`config.mk`:
```
export PLATFORM = sky130hd
export DESIGN_NAME = pipeline_hazard_ctrl_flat
export DESIGN_NICKNAME = d
export VERILOG_FILES = /design/src/rtl/pipeline_hazard_ctrl_if.sv /design/src/rtl/pipeline_hazard_ctrl.sv /design/src/flat_wrapper.sv
export SDC_FILE = /design/constraint.sdc
export NUM_CORES = 1
export LEC_CHECK = 0
export ABC_CLOCK_PERIOD_IN_PS = 2100
export CAP_MARGIN = 20
export CORE_ASPECT_RATIO = 1.75
export CORE_MARGIN = 4
export CORE_UTILIZATION = 31
export CTS_BUF_LIST = sky130_fd_sc_hd__clkbuf_8
export DETAILED_ROUTE_END_ITERATION = 10
export PLACE_DENSITY = 0.9
export SLEW_MARGIN = 20
export SYNTH_ARGS = -nofsm -noshare
export SYNTH_HDL_FRONTEND = slang
export SYNTH_SLANG_ARGS = --single-unit
```
`constraint.sdc`:
```
create_clock -name clk_i -period 2.1 [get_ports clk_i]
set_clock_uncertainty 0.05 [all_clocks]
set_input_delay 0.42 -clock clk_i [delete_from_list [all_inputs] [get_ports clk_i]]
set_output_delay 0.42 -clock clk_i [all_outputs]
set_load 0.02 [all_outputs]
```
`src/rtl/pipeline_hazard_ctrl_if.sv`:
```
// pipeline_hazard_ctrl_if: pipeline-to-hazard-controller signal bundle; slave is the controller.
interface pipeline_hazard_ctrl_if;
    logic [4:0]  fd_rs1_i, fd_rs2_i, de_rs1_i, de_rs2_i, de_rd_i;
    logic        de_mem_read_i;
    logic [4:0]  em_write_addr_reg_i, mw_write_addr_reg_i;
    logic        em_reg_write_i, mw_reg_write_i;
    logic        e_pc_select_i, dmem_req_i, dmem_ready_i;
    logic        pc_stall_o, fd_stall_o, de_stall_o, em_stall_o;
    logic        fd_flush_o, de_flush_o, mw_flush_o;
    logic [1:0]  fwd_a_o, fwd_b_o, state_o;
    logic        dmem_timeout_o;
    logic [31:0] stall_cnt_o, flush_cnt_o;

    modport master (
        output fd_rs1_i, fd_rs2_i, de_rs1_i, de_rs2_i, de_rd_i, de_mem_read_i,
               em_write_addr_reg_i, em_reg_write_i, mw_write_addr_reg_i, mw_reg_write_i,
               e_pc_select_i, dmem_req_i, dmem_ready_i,
        input  pc_stall_o, fd_stall_o, de_stall_o, em_stall_o, fd_flush_o, de_flush_o,
               mw_flush_o, fwd_a_o, fwd_b_o, state_o, dmem_timeout_o, stall_cnt_o, flush_cnt_o
    );

    modport slave (
        input  fd_rs1_i, fd_rs2_i, de_rs1_i, de_rs2_i, de_rd_i, de_mem_read_i,
               em_write_addr_reg_i, em_reg_write_i, mw_write_addr_reg_i, mw_reg_write_i,
               e_pc_select_i, dmem_req_i, dmem_ready_i,
        output pc_stall_o, fd_stall_o, de_stall_o, em_stall_o, fd_flush_o, de_flush_o,
               mw_flush_o, fwd_a_o, fwd_b_o, state_o, dmem_timeout_o, stall_cnt_o, flush_cnt_o
    );
endinterface

```
`src/rtl/pipeline_hazard_ctrl.sv`:
```
// pipeline_hazard_ctrl: forwarding, load-use/branch hazards and data-memory wait/timeout FSM.
// Define HAZARD_PERF_CNT_EN to build the stall/flush performance counters.
module pipeline_hazard_ctrl #(
    parameter int MEM_TIMEOUT = 255
) (
    input logic clk_i,
    input logic reset_i,
    pipeline_hazard_ctrl_if.slave hz
);
    typedef enum logic [1:0] {RUN = 2'b00, MEM_WAIT = 2'b01, ERROR = 2'b10} state_t;
    state_t state, state_nxt;
    logic [7:0] wait_cnt, wait_cnt_nxt;
    logic timeout, mem_stall, advance, branch, load_use, run;
    logic em_a, em_b, mw_a, mw_b;

    assign em_a = hz.em_reg_write_i && hz.em_write_addr_reg_i != 5'd0 && hz.em_write_addr_reg_i == hz.de_rs1_i;
    assign em_b = hz.em_reg_write_i && hz.em_write_addr_reg_i != 5'd0 && hz.em_write_addr_reg_i == hz.de_rs2_i;
    assign mw_a = hz.mw_reg_write_i && hz.mw_write_addr_reg_i != 5'd0 && hz.mw_write_addr_reg_i == hz.de_rs1_i;
    assign mw_b = hz.mw_reg_write_i && hz.mw_write_addr_reg_i != 5'd0 && hz.mw_write_addr_reg_i == hz.de_rs2_i;

    always_comb begin
        state_nxt    = state;
        wait_cnt_nxt = wait_cnt;
        mem_stall    = 1'b0;
        advance      = 1'b0;
        case (state)
            RUN: begin
                if (hz.dmem_req_i && !hz.dmem_ready_i) begin
                    mem_stall    = 1'b1;
                    state_nxt    = MEM_WAIT;
                    wait_cnt_nxt = 8'd0;
                end else begin
                    advance = 1'b1;
                end
            end
            MEM_WAIT: begin
                if (hz.dmem_ready_i) begin
                    advance   = 1'b1;
                    state_nxt = RUN;
                end else begin
                    mem_stall = 1'b1;
                    if (wait_cnt == 8'(MEM_TIMEOUT - 1)) state_nxt = ERROR;
                    else wait_cnt_nxt = wait_cnt + 8'd1;
                end
            end
            default: mem_stall = 1'b1;
        endcase
    end

    // Hazards are only acted on in cycles where the pipeline actually advances
    assign branch   = advance && hz.e_pc_select_i;
    assign load_use = advance && !hz.e_pc_select_i && hz.de_mem_read_i && hz.de_rd_i != 5'd0 &&
                      (hz.de_rd_i == hz.fd_rs1_i || hz.de_rd_i == hz.fd_rs2_i);
    assign run      = !reset_i;

    assign hz.pc_stall_o     = run && (mem_stall || load_use);
    assign hz.fd_stall_o     = run && (mem_stall || load_use);
    assign hz.de_stall_o     = run && mem_stall;
    assign hz.em_stall_o     = run && mem_stall;
    assign hz.mw_flush_o     = run && mem_stall;
    assign hz.fd_flush_o     = run && branch;
    assign hz.de_flush_o     = run && (branch || load_use);
    assign hz.fwd_a_o        = !run ? 2'b00 : em_a ? 2'b10 : mw_a ? 2'b01 : 2'b00;
    assign hz.fwd_b_o        = !run ? 2'b00 : em_b ? 2'b10 : mw_b ? 2'b01 : 2'b00;
    assign hz.state_o        = state;
    assign hz.dmem_timeout_o = timeout;

    always_ff @(posedge clk_i) begin
        if (reset_i) begin
            state    <= RUN;
            wait_cnt <= 8'd0;
            timeout  <= 1'b0;
        end else begin
            state    <= state_nxt;
            wait_cnt <= wait_cnt_nxt;
            timeout  <= timeout || state_nxt == ERROR;
        end
    end

`ifdef HAZARD_PERF_CNT_EN
    logic [31:0] stall_cnt, flush_cnt;
    always_ff @(posedge clk_i) begin
        if (reset_i) begin
            stall_cnt <= 32'd0;
            flush_cnt <= 32'd0;
        end else begin
            stall_cnt <= stall_cnt + 32'(hz.pc_stall_o);
            flush_cnt <= flush_cnt + 32'(hz.fd_flush_o);
        end
    end
    assign hz.stall_cnt_o = stall_cnt;
    assign hz.flush_cnt_o = flush_cnt;
`else
    assign hz.stall_cnt_o = 32'd0;
    assign hz.flush_cnt_o = 32'd0;
`endif
endmodule

```
`src/flat_wrapper.sv`:
```
// flat-port wrapper written by rule: the top's interface ports become plain ports
module pipeline_hazard_ctrl_flat 
#(
    parameter int MEM_TIMEOUT = 255
)
  (clk_i, reset_i, hz_fd_rs1_i, hz_fd_rs2_i, hz_de_rs1_i, hz_de_rs2_i, hz_de_rd_i, hz_de_mem_read_i, hz_em_write_addr_reg_i, hz_em_reg_write_i, hz_mw_write_addr_reg_i, hz_mw_reg_write_i, hz_e_pc_select_i, hz_dmem_req_i, hz_dmem_ready_i, hz_pc_stall_o, hz_fd_stall_o, hz_de_stall_o, hz_em_stall_o, hz_fd_flush_o, hz_de_flush_o, hz_mw_flush_o, hz_fwd_a_o, hz_fwd_b_o, hz_state_o, hz_dmem_timeout_o, hz_stall_cnt_o, hz_flush_cnt_o);
  pipeline_hazard_ctrl_if hz_i ();
  input logic clk_i;
  input logic reset_i;
  input wire logic [$bits(hz_i.fd_rs1_i)-1:0] hz_fd_rs1_i;
  input wire logic [$bits(hz_i.fd_rs2_i)-1:0] hz_fd_rs2_i;
  input wire logic [$bits(hz_i.de_rs1_i)-1:0] hz_de_rs1_i;
  input wire logic [$bits(hz_i.de_rs2_i)-1:0] hz_de_rs2_i;
  input wire logic [$bits(hz_i.de_rd_i)-1:0] hz_de_rd_i;
  input wire logic [$bits(hz_i.de_mem_read_i)-1:0] hz_de_mem_read_i;
  input wire logic [$bits(hz_i.em_write_addr_reg_i)-1:0] hz_em_write_addr_reg_i;
  input wire logic [$bits(hz_i.em_reg_write_i)-1:0] hz_em_reg_write_i;
  input wire logic [$bits(hz_i.mw_write_addr_reg_i)-1:0] hz_mw_write_addr_reg_i;
  input wire logic [$bits(hz_i.mw_reg_write_i)-1:0] hz_mw_reg_write_i;
  input wire logic [$bits(hz_i.e_pc_select_i)-1:0] hz_e_pc_select_i;
  input wire logic [$bits(hz_i.dmem_req_i)-1:0] hz_dmem_req_i;
  input wire logic [$bits(hz_i.dmem_ready_i)-1:0] hz_dmem_ready_i;
  output wire logic [$bits(hz_i.pc_stall_o)-1:0] hz_pc_stall_o;
  output wire logic [$bits(hz_i.fd_stall_o)-1:0] hz_fd_stall_o;
  output wire logic [$bits(hz_i.de_stall_o)-1:0] hz_de_stall_o;
  output wire logic [$bits(hz_i.em_stall_o)-1:0] hz_em_stall_o;
  output wire logic [$bits(hz_i.fd_flush_o)-1:0] hz_fd_flush_o;
  output wire logic [$bits(hz_i.de_flush_o)-1:0] hz_de_flush_o;
  output wire logic [$bits(hz_i.mw_flush_o)-1:0] hz_mw_flush_o;
  output wire logic [$bits(hz_i.fwd_a_o)-1:0] hz_fwd_a_o;
  output wire logic [$bits(hz_i.fwd_b_o)-1:0] hz_fwd_b_o;
  output wire logic [$bits(hz_i.state_o)-1:0] hz_state_o;
  output wire logic [$bits(hz_i.dmem_timeout_o)-1:0] hz_dmem_timeout_o;
  output wire logic [$bits(hz_i.stall_cnt_o)-1:0] hz_stall_cnt_o;
  output wire logic [$bits(hz_i.flush_cnt_o)-1:0] hz_flush_cnt_o;
  assign hz_i.fd_rs1_i = hz_fd_rs1_i;
  assign hz_i.fd_rs2_i = hz_fd_rs2_i;
  assign hz_i.de_rs1_i = hz_de_rs1_i;
  assign hz_i.de_rs2_i = hz_de_rs2_i;
  assign hz_i.de_rd_i = hz_de_rd_i;
  assign hz_i.de_mem_read_i = hz_de_mem_read_i;
  assign hz_i.em_write_addr_reg_i = hz_em_write_addr_reg_i;
  assign hz_i.em_reg_write_i = hz_em_reg_write_i;
  assign hz_i.mw_write_addr_reg_i = hz_mw_write_addr_reg_i;
  assign hz_i.mw_reg_write_i = hz_mw_reg_write_i;
  assign hz_i.e_pc_select_i = hz_e_pc_select_i;
  assign hz_i.dmem_req_i = hz_dmem_req_i;
  assign hz_i.dmem_ready_i = hz_dmem_ready_i;
  assign hz_pc_stall_o = hz_i.pc_stall_o;
  assign hz_fd_stall_o = hz_i.fd_stall_o;
  assign hz_de_stall_o = hz_i.de_stall_o;
  assign hz_em_stall_o = hz_i.em_stall_o;
  assign hz_fd_flush_o = hz_i.fd_flush_o;
  assign hz_de_flush_o = hz_i.de_flush_o;
  assign hz_mw_flush_o = hz_i.mw_flush_o;
  assign hz_fwd_a_o = hz_i.fwd_a_o;
  assign hz_fwd_b_o = hz_i.fwd_b_o;
  assign hz_state_o = hz_i.state_o;
  assign hz_dmem_timeout_o = hz_i.dmem_timeout_o;
  assign hz_stall_cnt_o = hz_i.stall_cnt_o;
  assign hz_flush_cnt_o = hz_i.flush_cnt_o;
  pipeline_hazard_ctrl #(.MEM_TIMEOUT(MEM_TIMEOUT)) u_core (.clk_i(clk_i), .reset_i(reset_i), .hz(hz_i));
endmodule
```
==> results of run 1 <==
power groups by stage:
stage	combinational (mW)	clock (mW)	sequential, mW
3_5_place_dp	0.379	0	0.216
2_1_floorplan	0.294	0	0.218
5_1_grt	0.455	0.227	0.212
4_1_cts	0.401	0.217	0.212
3_3_place_gp	0.372	0	0.216
6_report	0.427	0.212	0.212
worst max path at each step:
stage | start | endpoint | slack [ns]
after floorplan | hz_dmem_req_i | hz_de_flush_o | -0.27
after CTS | hz_em_write_addr_reg_i[3] | hz_fwd_a_o[0] | -0.29
after global routing | u_core.hz.state_o[0] | hz_pc_stall_o | -0.32
after global placement | hz_dmem_req_i | hz_fd_stall_o | -1.05
final | u_core.hz.state_o[0] | hz_pc_stall_o | -0.25
after detailed placement | reset_i | hz_fwd_b_o[0] | -1.05
placed cells by master (no fill, tap or decap), drive strengths merged, types with 2 or more instances in the layout:
| cell type | instances |
|---|---|
| conb | 64 |
| nor4 | 4 |
| clkdlybuf4s50 | 14 |
| xnor2 | 10 |
| ha | 2 |
| a21oi | 11 |
| o31ai | 3 |
| buf | 52 |
| nand3 | 5 |
| or4 | 9 |
| nor3 | 5 |
| nor2 | 7 |
| clkdlybuf4s15 | 5 |
| o21ai | 6 |
| dlygate4sd2 | 13 |
| nand2 | 7 |
| or3 | 5 |
| inv | 4 |
| dlymetal6s2s | 3 |
| nand4 | 2 |
| clkbuf | 10 |
| dfxtp | 11 |
| xor2 | 20 |
| nor2b | 2 |
registers in the layout, summed over array words and instances (netlist names):
register,count
u_core.wait_cnt,8
u_core.hz.state_o,2
u_core.hz.dmem_timeout_o,1
worst reg2reg max path, stage by stage (launching register included):
cell and delay, ns:
dfxtp_1 0.39, inv_1 0.06, ha_1 0.20, nand4_1 0.13, o211ai_2 0.25, or4_1 0.53, a21oi_1 0.15
stage by stage:
| step | setup TNS (ns) | setup slack (ns) | total power [mW] | hold WS, ns | utilization, % |
|---|---|---|---|---|---|
| 5_1_grt | -1.30 | -0.317 | 0.893 | 0.467 | 49.9 |
| 4_1_cts | -1.24 | -0.289 | 0.829 | 0.437 | 48.4 |
| 6_report | -0.953 | -0.247 | 0.851 | 0.438 | 49.9 |
| 2_1_floorplan | -0.523 | -0.271 | 0.511 | 0.402 | - |
| 3_3_place_gp | -9.25 | -1.05 | 0.587 | 0.409 | 44.9 |
| 3_5_place_dp | -9.59 | -1.05 | 0.595 | 0.428 | 44.9 |
routing by layer:
layer / GRT usage, % / share of wire (%) / vias to the layer above / wire (um)
li1: - / - / 705 / -
met1: 10.9 / 28 / 661 / 1230
met2: 29.0 / 59 / 94 / 2570
met3: 1.29 / 8.8 / 11 / 383
met4: 6.51 / 3.5 / 0 / 151
met5: 0 / 0 / - / 0
cells by family (layout without fill, tap and decap cells):
group,count (synthesis),count (layout),share of synthesized area [%]
XOR/XNOR,30,30,17.4
adder cells (fa/ha/maj),2,2,1.66
flip-flops,11,11,14.6
buffers and inverters,73,101,35.0
AND/OR/NAND/NOR,50,50,20.2
other,1,64,0.249
AO/OA/AOI/OAI,25,25,10.9
timing repair:
item | 4_1_cts | 5_1_grt
endpoints found under the setup margin | 11 | 10
resized for setup | 114 | 42
pin swaps | 21 | 17
setup buffers | 6 | 3
final cells by class:
class	instances	share of cell area, %
clock buffer	3	1.76
clock inverter	1	0.160
inverter	3	0.479
multi-input combinational	171	51.0
sequential	11	9.43
tap	52	2.77
timing repair buffer	94	34.4
==> metrics.cfg, run 1 <==
[run_status]
status=finished, violations left
violations=negative setup slack

[setup_path]
worst-path-buf-inv=1
critPathKind=flop to primary output
worst-path-stages=5
rrSetupSlack_ns=0.27
worst_ep_arrival_time_ns=1.88
r2r_cells=6
cp_top_family=simple AND/OR/NAND/NOR gates
crit_chain=or2_1, nor2b_4, or4_4, o32ai_4, buf_6
cp_slowest_cell=or4_4
cp-end-kind=primary output
cp.required_ns=1.63
worstPathMaxFanout=2
r2r-end=u_core.wait_cnt[6]
max_stage_delay_ns=0.53
rr_startpoint=u_core.wait_cnt[0]
worstSetupStartpointType=flop

[detailed_routing]
wirelength_um=4330
wire_per_inst_um=12.9
viasPerCell=4.39
remaining_drc_errors=0
postRouteAntennaNets=0
drt-initial-drc-count=86
dr.pass1.iters=4
vias=1471

[cts]
clk_pin_slew_ns=0.05
htree_levels=1
hold_buffers=0
cts-root-buf=clkbuf_8
clock_sinks=11
clkLatencyLatePin_ns=0.24
cts_tree=done
cts-buffers-inserted=3
clockBufferDepth=2

[logic_synthesis]
ys_ff_latch=11
syn_area_mm2=0.00151
syn_inst=192
yosysUniqueCellTypes=35
ys_async_sr_fraction_pct=0
synthTopCellsByCount=buf_4, xor2_1, a21oi_1, dfxtp_1, xnor2_1
netlist.area_leader.share_pct=33.4
synthFlopType=dfxtp_1
synth_top_area_cell=buf_4
ys_seq_area_share_pct=14.6
synth-edff-count=0
ys_warn_count=0
synth_area_leaders=buf_4, dfxtp_1, xor2_1
syn_avg_cell_area_um2=7.85
synth.most_common_cell=buf_4

[grt]
grt_pass1_vias=1477
grt_use_total_pct=13.6
grt_overflow=0
antenna_found_initial=0
grt_first_pass_wirelength_um=6330
grt_start_max_net_pins=17

[finish]
diodes=0
layout.cells.non_filler=335
multi_input_area_mm2=0.00120
final_nets=329
final-seq-area_um2=221
syn_to_final_growth_pct=55.8
drive_gt1_share_pct=33.9
fin_area_mm2=0.00235
n_fill_cell=418

[pwr]
pwr-share-seq_pct=24.9
ir_drop_uv=456
p_switching_mw=0.336
internal_power_mw=0.515
p_leak_nw=1.09
power_density_mw_per_mm2=362
sw_frac_of_total_pct=39.4
clkPwrFrac_pct=24.9
combPwrFrac_pct=50.2

[floorplanning]
die_area_mm2=0.00609
pin_count=121
num_rows=33
initial_utilization_pct=32.0
coreArea_mm2=0.00471
die_w_um=60.7
die_y_um=100

[flow_run]
maxCapViolCount=0

[placed_design]
io_buffers=56
gp_congestion=0.776
place_inst=324
dp_hpwl_um=3540
placed_area_mm2=0.00212

[sta]
finalSetupViolations=5
grt_setup_unrepaired=true
final.period_utilization_pct=112
hold_viol=0
slew_viol_final=0
relSlewSlack_pct=63.9
fmax_mhz=426
setup_slack_ns=-0.247
min_period_ns=2.35
tightest_slew_ns=0.540

[hold_path]
hold_depth=2
worstHoldEndpoint=u_core.wait_cnt[7]
hp-class=flop to flop
hp-start=u_core.wait_cnt[7]

Note: power is estimated with default switching activity, not from simulation.
==> run 2: changes to the inputs <==
RECOVER_POWER = 50   (was not set)
==> run 2 against run 1 <==
  * The flow still finishes with violations (negative setup slack)
  * Cell count did not move
  * Routed wire length hardly changed
  * Sequential power about the same
  * Design area unchanged
  * Count of clock-buffer cells in the layout is the same
  * Sequential share of layout area did not move
  * Global-route usage stayed put
  * Worst setup slack barely moved
  * Critical path depth is the same
  * Register-to-register slack hardly changed
  * Via count up 1.4%
  * Flip-flop and latch count did not move
  * Critical path type unchanged
  * Largest power group unchanged
==> metrics.cfg, run 2 (synthesized netlist as in run 1, its figures left out) <==
[floorplanning]
num_rows=33  ; unchanged
die_y_um=100  ; unchanged
coreArea_mm2=0.00471  ; unchanged
die_area_mm2=0.00609  ; unchanged
die_w_um=60.7  ; unchanged
pin_count=121  ; unchanged
initial_utilization_pct=32.0  ; unchanged

[pwr]
power_mw=0.851  ; about the same
sw_frac_of_total_pct=39.5  ; +0.041 points
ir_drop_uv=456  ; about the same
clkPwrFrac_pct=24.9  ; about the same
p_leak_nw=1.09  ; +0.57%
pwr-share-seq_pct=24.9  ; about the same
internal_power_mw=0.515  ; about the same
p_switching_mw=0.336  ; about the same
power_density_mw_per_mm2=362  ; about the same
combPwrFrac_pct=50.2  ; about the same

[sta]
tightest_slew_ns=0.542  ; +0.00251 ns
setup_slack_ns=-0.247  ; -0.0000640 ns
hold_viol=0  ; unchanged
finalSetupTns_ns=-0.955  ; -0.00182 ns
fmax_mhz=426  ; about the same
grt_setup_unrepaired=true
slew_viol_final=0  ; unchanged
final.period_utilization_pct=112  ; about the same
finalSetupViolations=5  ; unchanged
relSlewSlack_pct=63.8  ; -0.17 points
min_period_ns=2.35  ; +0.0000640 ns

[cts]
cts-buffers-inserted=3  ; unchanged
clk_pin_slew_ns=0.05  ; about the same
clkLatencyLatePin_ns=0.24  ; about the same
htree_levels=1  ; unchanged
clock_sinks=11  ; unchanged
cts-root-buf=clkbuf_8
clockBufferDepth=2  ; unchanged
cts_tree=done

[hold_path]
hp-class=flop to flop
hp-start=u_core.wait_cnt[7]

[grt]
grt_overflow=0  ; unchanged
grt_use_total_pct=13.6  ; unchanged
grt_start_max_net_pins=17  ; unchanged
grt_pass1_vias=1477  ; unchanged
antenna_found_initial=0  ; unchanged
grt_first_pass_wirelength_um=6330  ; unchanged

[detailed_routing]
wl_met3_um=413  ; +7.8%
vias=1491  ; +1.4%
postRouteAntennaNets=0  ; unchanged
dr.pass1.iters=4  ; unchanged
viasPerCell=4.45  ; +1.4%
wl_met1_um=1190  ; -2.5%
dr.max_layer_used=met4
wl_met2_um=2570  ; -0.19%
drt-initial-drc-count=79  ; -8.1%
remaining_drc_errors=0  ; unchanged
wire_per_inst_um=12.9  ; about the same
wirelength_um=4330  ; about the same

[setup_path]
cp.required_ns=1.63  ; about the same
cp-end-kind=primary output
critPathKind=flop to primary output
worst_ep_arrival_time_ns=1.88  ; about the same
rr_startpoint=u_core.wait_cnt[0]
crit_start=u_core.hz.state_o[0]
worstSetupStartpointType=flop
worstPathMaxFanout=2  ; unchanged

[finish]
final_util_pct=49.9  ; unchanged
layout_common_cells=conb_1, buf_4, xor2_1
fin_area_mm2=0.00235  ; unchanged
final_common_cell=conb_1
final_nets=329  ; unchanged
diodes=0  ; unchanged
drive_gt1_share_pct=33.9  ; unchanged
syn_to_final_growth_pct=55.8  ; unchanged
largest_register=u_core.wait_cnt
largest_register_ffs=8  ; unchanged

[placed_design]
placed_area_mm2=0.00212  ; unchanged
io_buffers=56  ; unchanged
pre_cts_ws_ns=-1.05  ; unchanged
dp_hpwl_um=3540  ; unchanged
gp_congestion=0.776  ; unchanged

[run_status]
status=finished, violations left
violations=negative setup slack

[flow_run]
maxCapViolCount=0  ; unchanged

[run 2: per-layer routing]
metal,track usage (%),vias up
li1,-,705
met1,10.9,667
met2,29.0,108
met3,1.29,11
met4,6.51,0
met5,0,-
[run 2: critical path: stages (launching register included)]
cell and delay [ns]:
dfxtp_2 0.32, or2_1 0.22, nor2b_4 0.13, or4_4 0.53, o32ai_4 0.26, buf_6 0.16
[run 2: power groups by stage]
stage / combinational, mW / sequential [mW] / clock, mW
after floorplan: 0.294 / 0.218 / 0
after global placement: 0.372 / 0.216 / 0
after detailed placement: 0.379 / 0.216 / 0
after CTS: 0.401 / 0.212 / 0.217
after global routing: 0.454 / 0.212 / 0.227
final: 0.427 / 0.212 / 0.212
[run 2: final cells by class]
cell class / instances / area, um2
fill: 418 / 2360
multi-input combinational: 171 / 1200
timing repair buffer: 94 / 808
sequential: 11 / 221
tap: 52 / 65.1
clock buffer: 3 / 41.3
inverter: 3 / 11.3
clock inverter: 1 / 3.75
[run 2: what timing repair did]
action	in CTS	in global routing
gates resized for setup	114	42
endpoints found under the setup margin	11	10
pin swaps	21	17
hold buffers	0	0
buffers inserted	6	3
[run 2: per-stage QoR]
stage,hold slack [ns],instances
floorplan,0.402,255
global placement,0.409,324
detailed placement,0.428,324
CTS,0.437,333
global route,0.467,335
finish,0.437,335
[run 2: path summary, 6_finish.rpt]
path                                           end  slack [ns]  cells after the start
worst max register to register  u_core.wait_cnt[5]        0.26                      6
worst max-delay path                 hz_pc_stall_o       -0.25                      5
worst min-delay path            u_core.wait_cnt[7]        0.44                      2
worst min register to register  u_core.wait_cnt[7]        0.44                      2
